$ cat config.mk
export PLATFORM = sky130hd
export DESIGN_NAME = neo_sample_buffer_flat
export DESIGN_NICKNAME = d
export VERILOG_FILES = /design/src/rtl/neo_sample_buffer_if.sv /design/src/rtl/neo_sample_buffer.sv /design/src/flat_wrapper.sv
export SDC_FILE = /design/constraint.sdc
export NUM_CORES = 1
export LEC_CHECK = 0
export CAP_MARGIN = 20
export CELL_PAD_IN_SITES_DETAIL_PLACEMENT = 0
export CELL_PAD_IN_SITES_GLOBAL_PLACEMENT = 2
export CORE_ASPECT_RATIO = 1.75
export CORE_MARGIN = 3
export CORE_UTILIZATION = 40
export CTS_CLUSTER_SIZE = 8
export DETAILED_ROUTE_END_ITERATION = 10
export MAX_ROUTING_LAYER = met4
export PLACE_DENSITY = 0.82
export SLEW_MARGIN = 20
export SYNTH_ARGS = -nofsm -noshare
export SYNTH_HDL_FRONTEND = slang
export SYNTH_SLANG_ARGS = --single-unit
$ cat constraint.sdc
create_clock -name Clk -period 20.3 [get_ports Clk]
set_input_delay 3.045 -clock Clk [delete_from_list [all_inputs] [get_ports Clk]]
set_output_delay 3.045 -clock Clk [all_outputs]
set_load 0.01 [all_outputs]
$ cat src/rtl/neo_sample_buffer_if.sv
// neo_sample_buffer_if: producer/consumer handshake bundle for neo_sample_buffer.
// The slave modport is the buffer side; the master modport is the side that
// produces samples and consumes windows.
interface neo_sample_buffer_if #(
  parameter int N = 16
);
  logic                in_valid;
  logic signed [N-1:0] in_data;
  logic                in_ready;
  logic                out_valid;
  logic                out_ready;
  logic signed [N-1:0] out_prev;
  logic signed [N-1:0] out_cur;
  logic signed [N-1:0] out_next;

  modport slave (
    input  in_valid,
    input  in_data,
    output in_ready,
    output out_valid,
    input  out_ready,
    output out_prev,
    output out_cur,
    output out_next
  );

  modport master (
    output in_valid,
    output in_data,
    input  in_ready,
    input  out_valid,
    output out_ready,
    input  out_prev,
    input  out_cur,
    input  out_next
  );
endinterface

$ cat src/rtl/neo_sample_buffer.sv
// neo_sample_buffer: circular store of M signed N-bit samples presenting a
// sliding 3-sample window (x[n-1], x[n], x[n+1]). Each pop advances the window
// by one sample. Samples pass through bit-exact.
// Optional feature: define NEO_BUF_DROP_CNT_EN to add drop_cnt[15:0], a
// saturating count of cycles where a sample was offered while full.
module neo_sample_buffer #(
  parameter int N = 16,
  parameter int M = 16
) (
  input  logic                Clk,
  input  logic                reset,
  input  logic                flush,
  neo_sample_buffer_if.slave  sb,
  output logic [$clog2(M):0]  count,
  output logic                full,
  output logic                empty
`ifdef NEO_BUF_DROP_CNT_EN
  ,
  output logic [15:0]         drop_cnt
`endif
);

  localparam int          AW    = $clog2(M);
  localparam int          CW    = AW + 1;
  localparam int unsigned DEPTH = M;

  logic signed [N-1:0] r_mem [DEPTH];
  logic [AW-1:0]       r_wp;
  logic [AW-1:0]       r_rp;
  logic [CW-1:0]       r_count;

  logic                w_full;
  logic                w_empty;
  logic                w_valid;
  logic                w_push;
  logic                w_pop;
  logic [AW-1:0]       w_rp1;
  logic [AW-1:0]       w_rp2;

  assign w_full  = (r_count == CW'(M));
  assign w_empty = (r_count == '0);
  assign w_valid = (r_count >= CW'(3));
  assign w_push  = sb.in_valid && !w_full;
  assign w_pop   = w_valid && sb.out_ready;

  // Pointer arithmetic truncates to AW bits, so window indices wrap modulo M.
  assign w_rp1 = r_rp + AW'(1);
  assign w_rp2 = r_rp + AW'(2);

  // Sample storage: cleared on reset, written on an accepted push unless flushing.
  always_ff @(posedge Clk or posedge reset) begin
    if (reset) begin
      for (int unsigned i = 0; i < DEPTH; i++) begin
        r_mem[i] <= '0;
      end
    end else if (!flush && w_push) begin
      r_mem[r_wp] <= sb.in_data;
    end
  end

  // Write pointer: flush rewinds, push advances.
  always_ff @(posedge Clk or posedge reset) begin
    if (reset) begin
      r_wp <= '0;
    end else if (flush) begin
      r_wp <= '0;
    end else if (w_push) begin
      r_wp <= r_wp + AW'(1);
    end
  end

  // Read pointer: each pop slides the window by exactly one sample.
  always_ff @(posedge Clk or posedge reset) begin
    if (reset) begin
      r_rp <= '0;
    end else if (flush) begin
      r_rp <= '0;
    end else if (w_pop) begin
      r_rp <= w_rp1;
    end
  end

  // Occupancy: simultaneous push and pop leave the count unchanged.
  always_ff @(posedge Clk or posedge reset) begin
    if (reset) begin
      r_count <= '0;
    end else if (flush) begin
      r_count <= '0;
    end else begin
      case ({w_push, w_pop})
        2'b10:   r_count <= r_count + CW'(1);
        2'b01:   r_count <= r_count - CW'(1);
        default: r_count <= r_count;
      endcase
    end
  end

`ifdef NEO_BUF_DROP_CNT_EN
  logic [15:0] r_drop_cnt;

  // Rejected-offer counter, saturating; flush clears it ahead of any increment.
  always_ff @(posedge Clk or posedge reset) begin
    if (reset) begin
      r_drop_cnt <= '0;
    end else if (flush) begin
      r_drop_cnt <= '0;
    end else if (sb.in_valid && w_full && (r_drop_cnt != '1)) begin
      r_drop_cnt <= r_drop_cnt + 16'd1;
    end
  end

  assign drop_cnt = r_drop_cnt;
`endif

  assign count        = r_count;
  assign full         = w_full;
  assign empty        = w_empty;
  assign sb.in_ready  = !w_full;
  assign sb.out_valid = w_valid;

  // With no valid window the outputs sit at zero: stable, never X.
  assign sb.out_prev  = w_valid ? r_mem[r_rp]  : '0;
  assign sb.out_cur   = w_valid ? r_mem[w_rp1] : '0;
  assign sb.out_next  = w_valid ? r_mem[w_rp2] : '0;

endmodule

$ cat src/flat_wrapper.sv
// flat-port wrapper written by rule: the top's interface ports become plain ports
module neo_sample_buffer_flat 
#(
  parameter int N = 16,
  parameter int M = 16
)
  (Clk, reset, flush, count, full, empty, sb_in_valid, sb_in_data, sb_in_ready, sb_out_valid, sb_out_ready, sb_out_prev, sb_out_cur, sb_out_next);
  neo_sample_buffer_if #(.N(N)) sb_i ();
  input  logic Clk;
  input  logic reset;
  input  logic flush;
  output logic [$clog2(M):0] count;
  output logic full;
  output logic empty;
  input wire logic [$bits(sb_i.in_valid)-1:0] sb_in_valid;
  input wire logic [$bits(sb_i.in_data)-1:0] sb_in_data;
  output wire logic [$bits(sb_i.in_ready)-1:0] sb_in_ready;
  output wire logic [$bits(sb_i.out_valid)-1:0] sb_out_valid;
  input wire logic [$bits(sb_i.out_ready)-1:0] sb_out_ready;
  output wire logic [$bits(sb_i.out_prev)-1:0] sb_out_prev;
  output wire logic [$bits(sb_i.out_cur)-1:0] sb_out_cur;
  output wire logic [$bits(sb_i.out_next)-1:0] sb_out_next;
  assign sb_i.in_valid = sb_in_valid;
  assign sb_i.in_data = sb_in_data;
  assign sb_in_ready = sb_i.in_ready;
  assign sb_out_valid = sb_i.out_valid;
  assign sb_i.out_ready = sb_out_ready;
  assign sb_out_prev = sb_i.out_prev;
  assign sb_out_cur = sb_i.out_cur;
  assign sb_out_next = sb_i.out_next;
  neo_sample_buffer #(.N(N), .M(M)) u_core (.Clk(Clk), .reset(reset), .flush(flush), .sb(sb_i), .count(count), .full(full), .empty(empty));
endmodule
==> implementation parameters <==
Parameter                              Value

Status
  Run status ... complete, no violations

Floorplanning
  Floorplan die width ... ~160 µm
  Starting utilization of the core area ... 40.8%
  Die Span Y ... approximately 280 µm
  Number of top-level pins ... 78
  Die area ... between 40000 and 50000 µm²
  Core area ... 41100 µm²
  Std-Cell Rows ... 98

STA
  Worst-case hold slack ... 0.550 ns
  Unrepaired setup endpoints after global routing ... false
  Final critical path time including I/O delays and setup ... 7.64 ns
  Slew Viols, Final ... 0
  Setup tns final ... 0 ns
  Crit share post-route ... a little under two fifths
  Slew at the pin closest to its max-slew limit ... 1.10 ns
  Max-slew headroom at the worst pin ... 26.4%
  Max Clock Skew ... 0.0138 ns
  Final setup violation count ... 0
  Final hold viol count ... 0
  Maximum frequency from static timing analysis ... 131 MHz

Synth
  Syn. warnings ... 0
  Summed instance area of the synthesized netlist ... 16800 µm²
  Fraction of registers with async set/reset ... 100%
  Yosys reg bits ... roughly 270
  Synth Instances ... between 1000 and 1500
  Seq/Total Area, Yosys ... 40.2%
  Nets in the synthesized netlist ... 1124
  Share of Yosys cell area claimed by the top area cell type ... 40.2%
  Leading area contributor after synthesis ... sky130_fd_sc_hd__dfrtp_1
  Number of enable-type register cells in the synthesized netlist ... 0
  Mean instance size in the synthesized netlist ... 15.3 µm²
  Count of different cell masters after synthesis ... 43
  Most used flip-flop cell after synthesis ... sky130_fd_sc_hd__dfrtp_1
  Leading post-synthesis cells by cell area ... sky130_fd_sc_hd__dfrtp_1, sky130_fd_sc_hd__mux4_2, sky130_fd_sc_hd__mux2_2

Setup path
  Worst endpoint data arrival time ... 4.60 ns
  Critical path's slowest cell ... sky130_fd_sc_hd__dfrtp_4
  Worst-path maximum fanout ... 57
  Crit path top cell by count ... sky130_fd_sc_hd__a211oi_1
  Endpoint required time on the critical path ... 17.26 ns
  Launching element type of the critical path ... flop
  Worst setup path class ... reg -> out
  Ordered cell list for the critical path ... ha_2 -> buf_4 -> mux4_2 -> nor2b_1 -> a211oi_1 -> a211oi_1 -> clkdlybuf4s50_1
  Maximum single-stage delay on the critical path ... 0.90 ns
  Cell class contributing the biggest share of worst-path delay ... buffers and inverters
  Worst Setup End Kind ... output pin
  CP bufs+invs ... 2

Final layout
  Number of filler instances in the final layout ... 3646
  Layout net count ... between 1000 and 1500
  Most common library cell in the layout ignoring fill and taps ... sky130_fd_sc_hd__dfrtp_1
  Final non-filler cell area ... roughly 19000 µm²
  Syn-to-layout area delta ... 12.5%
  Fraction of final layout cells sized beyond drive strength 1 ... 49.7%
  Most frequent cells in the layout ... sky130_fd_sc_hd__dfrtp_1, sky130_fd_sc_hd__mux2_2, sky130_fd_sc_hd__mux4_2, sky130_fd_sc_hd__clkdlybuf4s50_1, sky130_fd_sc_hd__a211oi_1

Power
  Power per cell area ... 103 nW/µm²
  Static Leakage ... 7.79 nW
  Total chip power ... ~1.9 mW
  Peak supply drop ... 59.5 µV

Route
  WL final ... between 40000 and 50000 µm
  Vias after detailed routing ... 10800
  Number of nets still failing antenna checks after routing ... 0
  Via-to-Cell Ratio ... 6.43
  TritonRoute pass-1 iters ... 5
  Remaining DRCs ... 0
  Routed length per placed instance ... 29.6 µm
  Drt initial violations ... 752

Global route
  Maximum number of pins on one net before global-route repair ... 146
  Vias in the first global route ... 11600
  Global-route usage over all layers ... 23.3%
  GRT overflow ... 0
  Initial antenna violation count ... 3
  Global-route wire length before repair ... between 70000 and 80000 µm

Placed design
  Final HPWL from detailed placement ... roughly 30000 µm
  Post-detailed-placement cell area ... 17800 µm²
  Buffers on Ports ... 77
  Weighted congestion reported at the end of routability-driven placement ... 0.812

CTS
  H-tree depth ... 2
  Hold-fix buffers at CTS ... 0
  Buffer type at the clock tree root ... sky130_fd_sc_hd__clkbuf_16
  Number of buffers inserted to repair setup after CTS ... 0
  Clk buf depth ... 3
  TritonCTS clock tree ... yes
  Clock buffer count from CTS ... 39
  Clock insertion delay at the later pin of the skew report ... 0.54 ns
  CTS clk-pin slew, worst paths ... 0.05 ns
  Number of clock sinks ... 269
  Number of resized instances in the post-cts repair step ... 0

Flow run
  Max-Cap Viols ... 0

Min path
  Class of the tightest hold or removal check ... reg -> reg
## kinds of logic (layout without fill, tap and decap cells)
group	after synthesis	in the layout	share of synthesized area [%]
buf+inv	120	149	4.09
compound gates	77	77	3.41
simple gates	126	126	4.70
xor+xnor	12	12	0.672
flops	269	269	40.2
mux	483	483	46.4
other cells	0	3	0
fa+ha+maj	8	8	0.597
## path summary, 6_finish.rpt
kind	from	to	slack [ns]	cells past startpoint
min in group asynchronous	reset	u_core.r_mem[162]	3.04	2
max	u_core.r_rp[1]	sb_out_next[5]	12.66	7
max in group asynchronous	reset	u_core.r_mem[93]	15.78	3
max reg2reg	u_core.count[0]	u_core.count[4]	16.87	11
min reg2reg	u_core.r_mem[185]	u_core.r_mem[185]	0.55	1
min	u_core.r_mem[185]	u_core.r_mem[185]	0.55	1
## sequential cells by signal, summed over array words and instances (netlist names)
name          count
u_core.r_wp       4
u_core.r_rp       4
u_core.r_mem    256
u_core.count      5
## final cells by class
type | instances | area (µm²) | area share, %
antenna | 3 | 7.51 | 0.0398
clock buffer | 43 | 1020 | 5.42
clock inverter | 2 | 25.0 | 0.133
inverter | 8 | 37.5 | 0.199
multi-input combinational | 706 | 9380 | 49.8
sequential | 269 | 6740 | 35.8
tap | 550 | 688 | 3.65
timing repair buffer | 96 | 946 | 5.02
## Yosys cell counts, types with 2 or more instances
master / n
sky130_fd_sc_hd__a211oi_1: 48
sky130_fd_sc_hd__a21oi_1: 2
sky130_fd_sc_hd__a31oi_1: 4
sky130_fd_sc_hd__and2_1: 33
sky130_fd_sc_hd__buf_1: 5
sky130_fd_sc_hd__buf_2: 17
sky130_fd_sc_hd__buf_4: 19
sky130_fd_sc_hd__buf_6: 19
sky130_fd_sc_hd__clkbuf_1: 52
sky130_fd_sc_hd__dfrtp_1: 269
sky130_fd_sc_hd__ha_1: 8
sky130_fd_sc_hd__inv_1: 6
sky130_fd_sc_hd__inv_2: 2
sky130_fd_sc_hd__mux2_2: 256
sky130_fd_sc_hd__mux2i_1: 17
sky130_fd_sc_hd__mux4_2: 207
sky130_fd_sc_hd__nand2_1: 9
sky130_fd_sc_hd__nand2b_1: 2
sky130_fd_sc_hd__nand3_2: 12
sky130_fd_sc_hd__nand4_1: 2
sky130_fd_sc_hd__nand4_2: 4
sky130_fd_sc_hd__nor2_1: 16
sky130_fd_sc_hd__nor2b_1: 24
sky130_fd_sc_hd__nor3_1: 19
sky130_fd_sc_hd__o22ai_1: 16
sky130_fd_sc_hd__xnor2_1: 6
sky130_fd_sc_hd__xor2_1: 5
## power by group
part,leakage [nW],internal (mW),total (mW),switching [mW]
combinational,3.63,0.353,0.657,0.304
sequential,3.65,0.604,0.698,0.0936
clock,0.514,0.351,0.581,0.231
total,7.79,1.31,1.94,0.628
## per-stage QoR
stage               std cells  util, %  worst slack (ns)
floorplan                1095        -              9.84
global placement         1628     43.3             13.18
detailed placement       1628     43.3             13.19
finish                   1677     45.9             12.66
CTS                      1673     45.8             12.61
global route             1676     45.9             12.50
## metal layers
metal	up-vias	GRT usage, %	routed length, µm
met3	142	3.77	3080
li1	4400	-	-
met1	5792	27.0	17800
met2	450	39.0	25800
met4	0	12.1	2890
met5	-	-	0
(Power assumes the default switching activity.)
